## config.mk

```make
export PLATFORM = sky130hd
export DESIGN_NAME = gmii_rx_rate_adapt
export DESIGN_NICKNAME = d
export VERILOG_FILES = /design/src/rtl/gmii_rx_rate_adapt.sv
export SDC_FILE = /design/constraint.sdc
export NUM_CORES = 1
export LEC_CHECK = 0
export BUFFER_PORTS_ARGS = -buffer_cell sky130_fd_sc_hd__buf_2
export CAP_MARGIN = 0
export CORE_UTILIZATION = 60
export CTS_BUF_LIST = sky130_fd_sc_hd__clkbuf_4
export DETAILED_ROUTE_END_ITERATION = 10
export MAX_ROUTING_LAYER = met4
export PLACE_DENSITY = 0.87
export SLEW_MARGIN = 0
export SYNTH_ARGS = -nofsm -noshare
export SYNTH_HDL_FRONTEND = slang
export SYNTH_SLANG_ARGS = --single-unit
```

## constraint.sdc

```tcl
create_clock -name gmii_rx_clk -period 7.2 [get_ports gmii_rx_clk]
set_clock_uncertainty 0.05 [all_clocks]
set_input_delay 1.08 -clock gmii_rx_clk [delete_from_list [all_inputs] [get_ports gmii_rx_clk]]
set_output_delay 1.08 -clock gmii_rx_clk [all_outputs]
set_load 0.02 [all_outputs]
```

## src/rtl/gmii_rx_rate_adapt.sv

```systemverilog
// GMII receive rate adapter: folds 10/100 nibble and 1000 byte traffic into one
// byte stream, strips preamble/SFD, marks frame boundaries and counts frames.
//
// state  | meaning
// DROP   | discard until rx_dv is low
// IDLE   | between frames, speed is latched on the first dv sample
// PRE    | hunting for SFD, counting preamble
// DATA   | assembling bytes into the hold register
module gmii_rx_rate_adapt #(
    parameter int CNT_W        = 16,
    parameter int ALIGN_ON_SFD = 1,
    parameter int PRE_MAX      = 15
) (
    input  logic             gmii_rx_clk,
    input  logic             sys_rst,
    input  logic [1:0]       speed_mode,
    input  logic             gmii_rx_dv,
    input  logic [7:0]       gmii_rxd,
    output logic             byte_valid,
    output logic [7:0]       byte_data,
    output logic             sof,
    output logic             eof,
    output logic             frame_err,
    output logic [CNT_W-1:0] frame_cnt,
    output logic [CNT_W-1:0] err_cnt
);
    localparam int PRE_W = $clog2(PRE_MAX + 1);

    localparam logic [1:0] S_DROP = 2'd0;
    localparam logic [1:0] S_IDLE = 2'd1;
    localparam logic [1:0] S_PRE  = 2'd2;
    localparam logic [1:0] S_DATA = 2'd3;

    logic             dv_q, gig_q;
    logic [7:0]       rxd_q;
    logic [1:0]       state_q, state_d;
    logic             nib_q, nib_d;
    logic [PRE_W-1:0] pre_cnt_q, pre_cnt_d;
    logic             pre_half_q, pre_half_d;
    logic             prev5_q, prev5_d;
    logic             phase_q, phase_d;
    logic [3:0]       lo_q, lo_d;
    logic [7:0]       hold_q, hold_d;
    logic             held_q, held_d;
    logic             first_q, first_d;
    logic             bv_q, bv_d, sof_q, sof_d, eof_q, eof_d, ferr_q, ferr_d;
    logic [7:0]       data_q, data_d;
    logic [CNT_W-1:0] fcnt_q, fcnt_d, ecnt_q, ecnt_d;

    logic       mode_nib, do_pre, do_data, done, emit, good, bad;
    logic [7:0] new_byte;

    always_comb begin
        state_d    = state_q;
        nib_d      = nib_q;
        pre_cnt_d  = pre_cnt_q;
        pre_half_d = pre_half_q;
        prev5_d    = prev5_q;
        phase_d    = phase_q;
        lo_d       = lo_q;
        hold_d     = hold_q;
        held_d     = held_q;
        first_d    = first_q;
        bv_d       = 1'b0;
        data_d     = data_q;
        sof_d      = 1'b0;
        eof_d      = 1'b0;
        ferr_d     = 1'b0;
        fcnt_d     = fcnt_q;
        ecnt_d     = ecnt_q;
        do_pre     = 1'b0;
        do_data    = 1'b0;
        done       = 1'b0;
        emit       = 1'b0;
        good       = 1'b0;
        bad        = 1'b0;
        new_byte   = 8'h00;
        // In IDLE the first sample already uses the speed being latched now
        mode_nib   = (state_q == S_IDLE) ? !gig_q : nib_q;

        case (state_q)
            S_DROP: begin
                if (!dv_q) state_d = S_IDLE;
            end
            S_IDLE: begin
                nib_d = !gig_q;
                if (dv_q) begin
                    if (ALIGN_ON_SFD != 0) do_pre = 1'b1;
                    else                   do_data = 1'b1;
                end
            end
            S_PRE: begin
                if (dv_q) begin
                    do_pre = 1'b1;
                end else begin
                    ferr_d  = 1'b1;
                    bad     = 1'b1;
                    state_d = S_IDLE;
                end
            end
            default: begin
                if (dv_q) begin
                    do_data = 1'b1;
                end else begin
                    state_d = S_IDLE;
                    if (held_q) begin
                        emit  = 1'b1;
                        eof_d = 1'b1;
                        if (phase_q) begin
                            ferr_d = 1'b1;
                            bad    = 1'b1;
                        end else begin
                            good = 1'b1;
                        end
                    end else begin
                        ferr_d = 1'b1;
                        bad    = 1'b1;
                    end
                end
            end
        endcase

        if (do_pre) begin
            state_d = S_PRE;
            if (mode_nib ? (prev5_q && rxd_q[3:0] == 4'hD) : (rxd_q == 8'hD5)) begin
                state_d = S_DATA;
                phase_d = 1'b0;
            end else begin
                prev5_d    = (rxd_q[3:0] == 4'h5);
                pre_half_d = mode_nib ? !pre_half_q : 1'b0;
                if (!mode_nib || pre_half_q) begin
                    pre_cnt_d = pre_cnt_q + PRE_W'(1);
                    if (pre_cnt_d == PRE_W'(PRE_MAX)) begin
                        ferr_d  = 1'b1;
                        bad     = 1'b1;
                        state_d = S_DROP;
                    end
                end
            end
        end

        if (do_data) begin
            state_d = S_DATA;
            if (!mode_nib) begin
                done     = 1'b1;
                new_byte = rxd_q;
            end else if (!phase_q) begin
                lo_d    = rxd_q[3:0];
                phase_d = 1'b1;
            end else begin
                done     = 1'b1;
                new_byte = {rxd_q[3:0], lo_q};
                phase_d  = 1'b0;
            end
            if (done) begin
                emit   = held_q;
                hold_d = new_byte;
                held_d = 1'b1;
            end
        end

        if (emit) begin
            bv_d    = 1'b1;
            data_d  = hold_q;
            sof_d   = first_q;
            first_d = 1'b0;
        end

        // Leaving the frame: start the next one from a clean context
        if (state_d != S_PRE && state_d != S_DATA) begin
            pre_cnt_d  = '0;
            pre_half_d = 1'b0;
            prev5_d    = 1'b0;
            phase_d    = 1'b0;
            held_d     = 1'b0;
            first_d    = 1'b1;
        end

        if (good && fcnt_q != {CNT_W{1'b1}}) fcnt_d = fcnt_q + CNT_W'(1);
        if (bad && ecnt_q != {CNT_W{1'b1}})  ecnt_d = ecnt_q + CNT_W'(1);
    end

    always_ff @(posedge gmii_rx_clk) begin
        if (sys_rst) begin
            // dv_q comes up high so DROP cannot see a false gap in a frame still on the wire
            dv_q       <= 1'b1;
            gig_q      <= 1'b0;
            rxd_q      <= 8'h00;
            state_q    <= S_DROP;
            nib_q      <= 1'b0;
            pre_cnt_q  <= '0;
            pre_half_q <= 1'b0;
            prev5_q    <= 1'b0;
            phase_q    <= 1'b0;
            lo_q       <= 4'h0;
            hold_q     <= 8'h00;
            held_q     <= 1'b0;
            first_q    <= 1'b1;
            bv_q       <= 1'b0;
            data_q     <= 8'h00;
            sof_q      <= 1'b0;
            eof_q      <= 1'b0;
            ferr_q     <= 1'b0;
            fcnt_q     <= '0;
            ecnt_q     <= '0;
        end else begin
            dv_q       <= gmii_rx_dv;
            gig_q      <= (speed_mode == 2'b10) || (speed_mode == 2'b11);
            rxd_q      <= gmii_rxd;
            state_q    <= state_d;
            nib_q      <= nib_d;
            pre_cnt_q  <= pre_cnt_d;
            pre_half_q <= pre_half_d;
            prev5_q    <= prev5_d;
            phase_q    <= phase_d;
            lo_q       <= lo_d;
            hold_q     <= hold_d;
            held_q     <= held_d;
            first_q    <= first_d;
            bv_q       <= bv_d;
            data_q     <= data_d;
            sof_q      <= sof_d;
            eof_q      <= eof_d;
            ferr_q     <= ferr_d;
            fcnt_q     <= fcnt_d;
            ecnt_q     <= ecnt_d;
        end
    end

    assign byte_valid = bv_q;
    assign byte_data  = data_q;
    assign sof        = sof_q;
    assign eof        = eof_q;
    assign frame_err  = ferr_q;
    assign frame_cnt  = fcnt_q;
    assign err_cnt    = ecnt_q;
endmodule

```

== Word-level counts from Yosys, hierarchy flattened ==
Cells that the tools add are included.

* Output and inout port bits: 44
* Bits of input ports: 13
* Flip-flop bits (word level): 78
* Logic and storage cells: 97

* Bitwise operators: 3
* Reductions and logical operators: 19
* Multiplexer cells: 40
* Equality and inequality tests: 12
* Add/sub/neg operators: 3

{| class="wikitable"
|+ Operator list
! kind !! number
|-
| adder 16 x 1 -> 16 bit (second input constant) || 2
|-
| != test 16 bit (second input constant) || 2
|-
| two-way mux 1 bit || 30
|-
| two-way mux 8 bit || 2
|-
| two-way mux 2 bit || 7
|-
| equality test 4 bit (second input constant) || 2
|-
| equality test 8 bit (second input constant) || 1
|-
| OR reduction 2 bit || 4
|-
| equality test 2 bit (second input constant) || 3
|-
| AND reduction 3 bit || 2
|-
| adder 4 x 1 -> 4 bit (second input constant) || 1
|-
| equality test 4 x 3 -> 1 bit (second input constant) || 1
|-
| logical AND 1 bit || 4
|-
| != test 2 bit (second input constant) || 2
|-
| AND reduction 2 bit || 2
|-
| logical NOT 1 bit || 3
|-
| NOT 1 bit || 3
|-
| OR reduction 3 bit || 1
|-
| equality test 2 x 1 -> 1 bit (second input constant) || 1
|-
| logical NOT 2 bit || 1
|-
| logical OR 1 bit || 2
|-
| case mux 1 bit (2 select lines) || 1
|}

== Longest topological paths before layout ==
* Depth in word-level cells: 11
* Depth in mapped cells: 10
* Gate-level depth less buffers: 8

== Worst setup path after synthesis ==
No wires, ideal clock.

* Path type: register -> register
* Start: reg ecnt_q[0] (netlist: err_cnt[0])
* End: reg ecnt_q[13] (netlist: err_cnt[13])
* Setup slack: 4606 ps
* Arrival: 2473 ps
* Buffers on the path: 3
* Cell stages (with the launch flop): 11
* Setup time: 70 ps
* Path through: dfxtp_1 -> ha_1 -> and3_1 -> and4_4 -> buf_6 -> and3_1 -> buf_6 -> or3b_1 -> buf_2 -> or4_1 -> a21oi_1

* Cells in the longest elaborated chain, start to end: 2
* Elaborated cells on any way between the ends: 3

{| class="wikitable"
|+ RTL lines
! element !! RTL line !! text
|-
| start, declared || 48 || <nowiki>logic [CNT_W-1:0] fcnt_q, fcnt_d, ecnt_q, ecnt_d;</nowiki>
|-
| start signal, assigned || 226 || <nowiki>ecnt_q <= ecnt_d;</nowiki>
|-
| branches (longest 2 deep; another with adder 16 x 1 -> 16 bit) || - ||
|}

Parallel ways; which one is timed is not known.
A chain may end at the register's enable or synchronous reset.

== Worst setup path after layout ==
* Start: reg state_q[0]
* End: reg ecnt_q[8] (netlist: err_cnt[8])

* Cells in the longest elaborated chain, start to end: 8
* Elaborated cells on any way between the ends: 16

{| class="wikitable"
|+ RTL lines
! element !! RTL line !! text
|-
| start, declared || 36 || <nowiki>logic [1:0] state_q, state_d;</nowiki>
|-
| start signal, assigned || 210 || <nowiki>state_q <= state_d;</nowiki>
|-
| equality test 2 x 1 -> 1 bit or logical NOT 2 bit (tied branches) || 79, 81 ||
|-
| OR reduction 2 bit (no source line) or two-way mux 1 bit (tied branches) || - ||
|-
| case mux 1 bit (2 select lines) or logical NOT 1 bit (tied branches) || - ||
|-
| two-way mux 1 bit or logical OR 1 bit (tied branches) || 133, 131 ||
|-
| two-way mux 1 bit || 131 || <nowiki>if (!mode_nib || pre_half_q) begin</nowiki>
|-
| two-way mux 1 bit || 125 || <nowiki>if (mode_nib ? (prev5_q && rxd_q[3:0] == 4'hD) : (rxd_q == 8'hD5)) begin</nowiki>
|-
| two-way mux 1 bit * || 123 || <nowiki>if (do_pre) begin</nowiki>
|-
| logical AND 1 bit * || 180 || <nowiki>if (bad && ecnt_q != {CNT_W{1'b1}}) ecnt_d = ecnt_q + CNT_W'(1);</nowiki>
|}

Mark *: on every way between the ends. The rest lies on a longest branch, timed or not.

==> flow_summary_export.csv <==
group,metric,value,unit
clocking,cts_tree,"done",
pwr,p_comb_share,7.9,%
placed_design,place_inst,496,
detailed_routing,avgViaCountPerCell,5.60,
worst_setup_path,rrSetupSlack,4.07,ns
synth,synth_fa_ha_area_share,2.57,%
synth,syn-cell-area,3410,µm²
run_status,status,"complete, no violations",
synth,synth_compound_area_share,11.4,%
synth,yosys.area_share.simple,26.7,%
synth,yosys.area.top_type_share,45.8,%
floorplan,dieArea,5990,µm²
clocking,clock_latency,0.42,ns
synth,ys_warn_count,0,
global_routing,grt_pass1_wl,11200,µm
sta,setup_viol_count_final,0,
detailed_routing,wl,6420,µm
clocking,post-cts-setup-buffers,0,
clocking,postCtsHoldBufs,0,
worst_setup_path,path_class,"reg -> reg",
synth,synth_xor_area_share,4.11,%
global_routing,grtUsageMet3,6.82,%
sta,finalSetupTns,0,ns
clocking,cts_root_buf,"clkbuf_4",
global_routing,grtUsageTotal,23.7,%
cells_and_area,area_growth,12.6,%
floorplan,std_cell_rows,27,
global_routing,grt_use_met1,28.2,%
clocking,cts_sinks,78,
pwr,ir_drop,0.000140,V
detailed_routing,antenna_left,0,
sta,max_freq,320,MHz
synth,syn-num-nets,406,
sta,max_slew_margin,26.1,%
detailed_routing,dr.pass1.iters,4,
synth,ys_seq_elements,78,
clocking,clk_pin_slew_worst_paths,0.12,ns
synth,ys_types,48,
worst_setup_path,endpoint_kind,"flip-flop",
cells_and_area,diodes,0,
floorplan,ios,57,
worst_setup_path,reg2reg_to,"err_cnt[8]",
global_routing,busiest_layer,"met2",
pwr,pwr-share-clk,33.7,%
cells_and_area,layout-drive-gt1-share,18.6,%
global_routing,grt_use_met2,38.1,%
synth,synth.area.mux_share,5.72,%
global_routing,grt-ovfl-total,0,
sta,fin_ws,4.07,ns
clocking,ctsResizeCount,0,
placed_design,portBuffers,55,
synth,synth_edf_count,0,
sta,final_hold_viol_count,0,
synth,avgSynthCellArea,8.83,µm²
detailed_routing,routed-via-count,2868,
worst_setup_path,required,7.46,ns
synth,netlist_top_cells_count,"dfxtp_1, nor2_1, nand2_1",
worst_setup_path,cp-start-kind,"flip-flop",
floorplan,die_h,77.4,µm
global_routing,grt_max_degree,73,
synth,yosysSeqAreaShare,45.8,%
synth,syn_inst,386,
synth,synth_area_leaders,"dfxtp_1, nor2_1, mux2i_1, nand2_1, nand3_1",
sta,maxSlewViolCount,0,
synth,synth_top_family_by_area,"simple AND/OR/NAND/NOR gates",
detailed_routing,drc,0,
sta,tightest_slew,1.11,ns
placed_design,dp_hpwl,4410,µm
floorplan,floorplan.core_area,5510,µm²
synth,synthFlopType,"dfxtp_1",
worst_setup_path,startpoint,"state_q[0]",
clocking,clk_path_buf_depth,2,
pwr,internal_power,0.570,mW
sta,min_period_over_period,43.4,%
worst_hold_path,hold_path_class,"reg -> reg",
cells_and_area,nNetsFinal,455,
cells_and_area,instances_no_fill,512,
worst_setup_path,rr_startpoint,"state_q[0]",
pwr,seq_power_share,58.4,%
global_routing,antenna_found_initial,0,
global_routing,grt_pass1_vias,2581,
sta,rsz0062_at_grt,"no",
pwr,switching_share,25.6,%
worst_setup_path,crit_path_max_fanout,25,
clocking,cts_buffers,9,
job,maxCapViolCount,0,
synth,synth_most_common_cell,"dfxtp_1",
pwr,p_leak,1.47,nW
floorplan,die_w,77.4,µm
synth,synth_top_cell_by_area,"dfxtp_1",
detailed_routing,drt_iter0_markers,139,
pwr,p_sw,0.196,mW
clocking,cts_max_level,3,
placed_design,post-place-ws,4.21,ns
pwr,p_per_area,200,nW/µm²
worst_setup_path,r2r.worst_path.cells,8,
worst_setup_path,worstSetupEndpoint,"err_cnt[8]",
placed_design,globalplace.congestion,0.796,
synth,synth_async_sr_flop_share,0,%
sta,fin_crit,3.13,ns
detailed_routing,wl_per_cell,12.5,µm
worst_setup_path,arrival,3.39,ns
floorplan,start_util,61.9,%
[critical path: stages (launching register included)]
cell       delay, ns
dfxtp_1         0.42
ha_1            0.30
or2_2           0.16
nand2_1         0.28
o32ai_2         0.65
a2bb2oi_1       0.12
buf_4           0.24
nor4b_1         0.40
mux2_2          0.39
[cell families after synthesis]
group                      Yosys count
xor gates and xnor gates            16
DFF                                 78
adders and majority gates            7
buffers and inverters               28
AOI/OAI and AO/OA                   58
muxes                               19
and+or+nand+nor                    180
[registers in the layout, indices dropped and copies added, names as in the netlist]
register	cells
hold_q	8
eof	1
pre_half_q	1
nib_q	1
err_cnt	16
byte_valid	1
prev5_q	1
frame_err	1
gig_q	1
first_q	1
phase_q	1
rxd_q	8
state_q	2
frame_cnt	16
byte_data	8
pre_cnt_q	4
sof	1
lo_q	4
held_q	1
dv_q	1
[layout make-up]
| cell class | count | area [µm²] |
|---|---|---|
| multi-input cells | 280 | 1720 |
| well taps | 72 | 90.1 |
| clock buffers | 10 | 75.1 |
| clock inverters | 6 | 62.6 |
| inverters | 9 | 33.8 |
| flip-flops and latches | 78 | 1560 |
| fillers | 424 | 1670 |
| repair buffers | 57 | 290 |
[power groups by stage]
stage	Combinational (mW)	Sequential, mW	Clock (mW)
finish	0.0604	0.448	0.258
global route	0.0685	0.449	0.283
CTS	0.0606	0.448	0.264
detailed placement	0.0601	0.457	0
global placement	0.0582	0.457	0
floorplan	0.0482	0.456	0
[metrics by stage]
| step | instance area, µm² | utilization [%] | power [mW] | hold slack, ns |
|---|---|---|---|---|
| 2_1_floorplan | 3410 | - | 0.504 | 0.368 |
| 3_3_place_gp | 3700 | 67.2 | 0.515 | 0.375 |
| 3_5_place_dp | 3700 | 67.2 | 0.518 | 0.387 |
| 4_1_cts | 3840 | 69.7 | 0.772 | 0.415 |
| 5_1_grt | 3840 | 69.7 | 0.801 | 0.444 |
| 6_report | 3840 | 69.7 | 0.766 | 0.411 |
[routing by layer]
layer / vias to the layer above / wire, µm
li1: 1466 / -
met1: 1339 / 3050
met2: 54 / 3020
met3: 9 / 267
met4: 0 / 83
met5: - / 0
[layout by cell type, fill, tap and decap left out, types with 4 or more instances in the layout]
cell	netlist	layout
inv_1	9	9
or3_1	8	8
o31ai_1	5	5
xor2_1	7	7
ha_1	7	7
mux2_2	4	4
o21ai_0	11	11
buf_2	3	55
nor2b_1	15	15
nand2_1	28	28
clkbuf_4	0	10
dfxtp_1	78	78
a21oi_1	17	17
nor3_1	11	11
a311oi_1	9	9
and3_1	7	7
nor2_1	59	59
or4_1	4	4
nand3_1	21	21
nand4_1	6	6
mux2i_1	15	15
xnor2_1	9	9
[worst min path at each step]
| stage | start | endpoint | slack [ns] | cells past startpoint |
|---|---|---|---|---|
| after detailed placement | first_q | first_q | 0.39 | 1 |
| final | first_q | first_q | 0.41 | 1 |
| after CTS | first_q | first_q | 0.41 | 1 |
| after global routing | first_q | first_q | 0.44 | 1 |
| after global placement | first_q | first_q | 0.38 | 1 |
| after floorplan | first_q | first_q | 0.37 | 1 |
No activity file was read; power rests on OpenSTA's default activity.
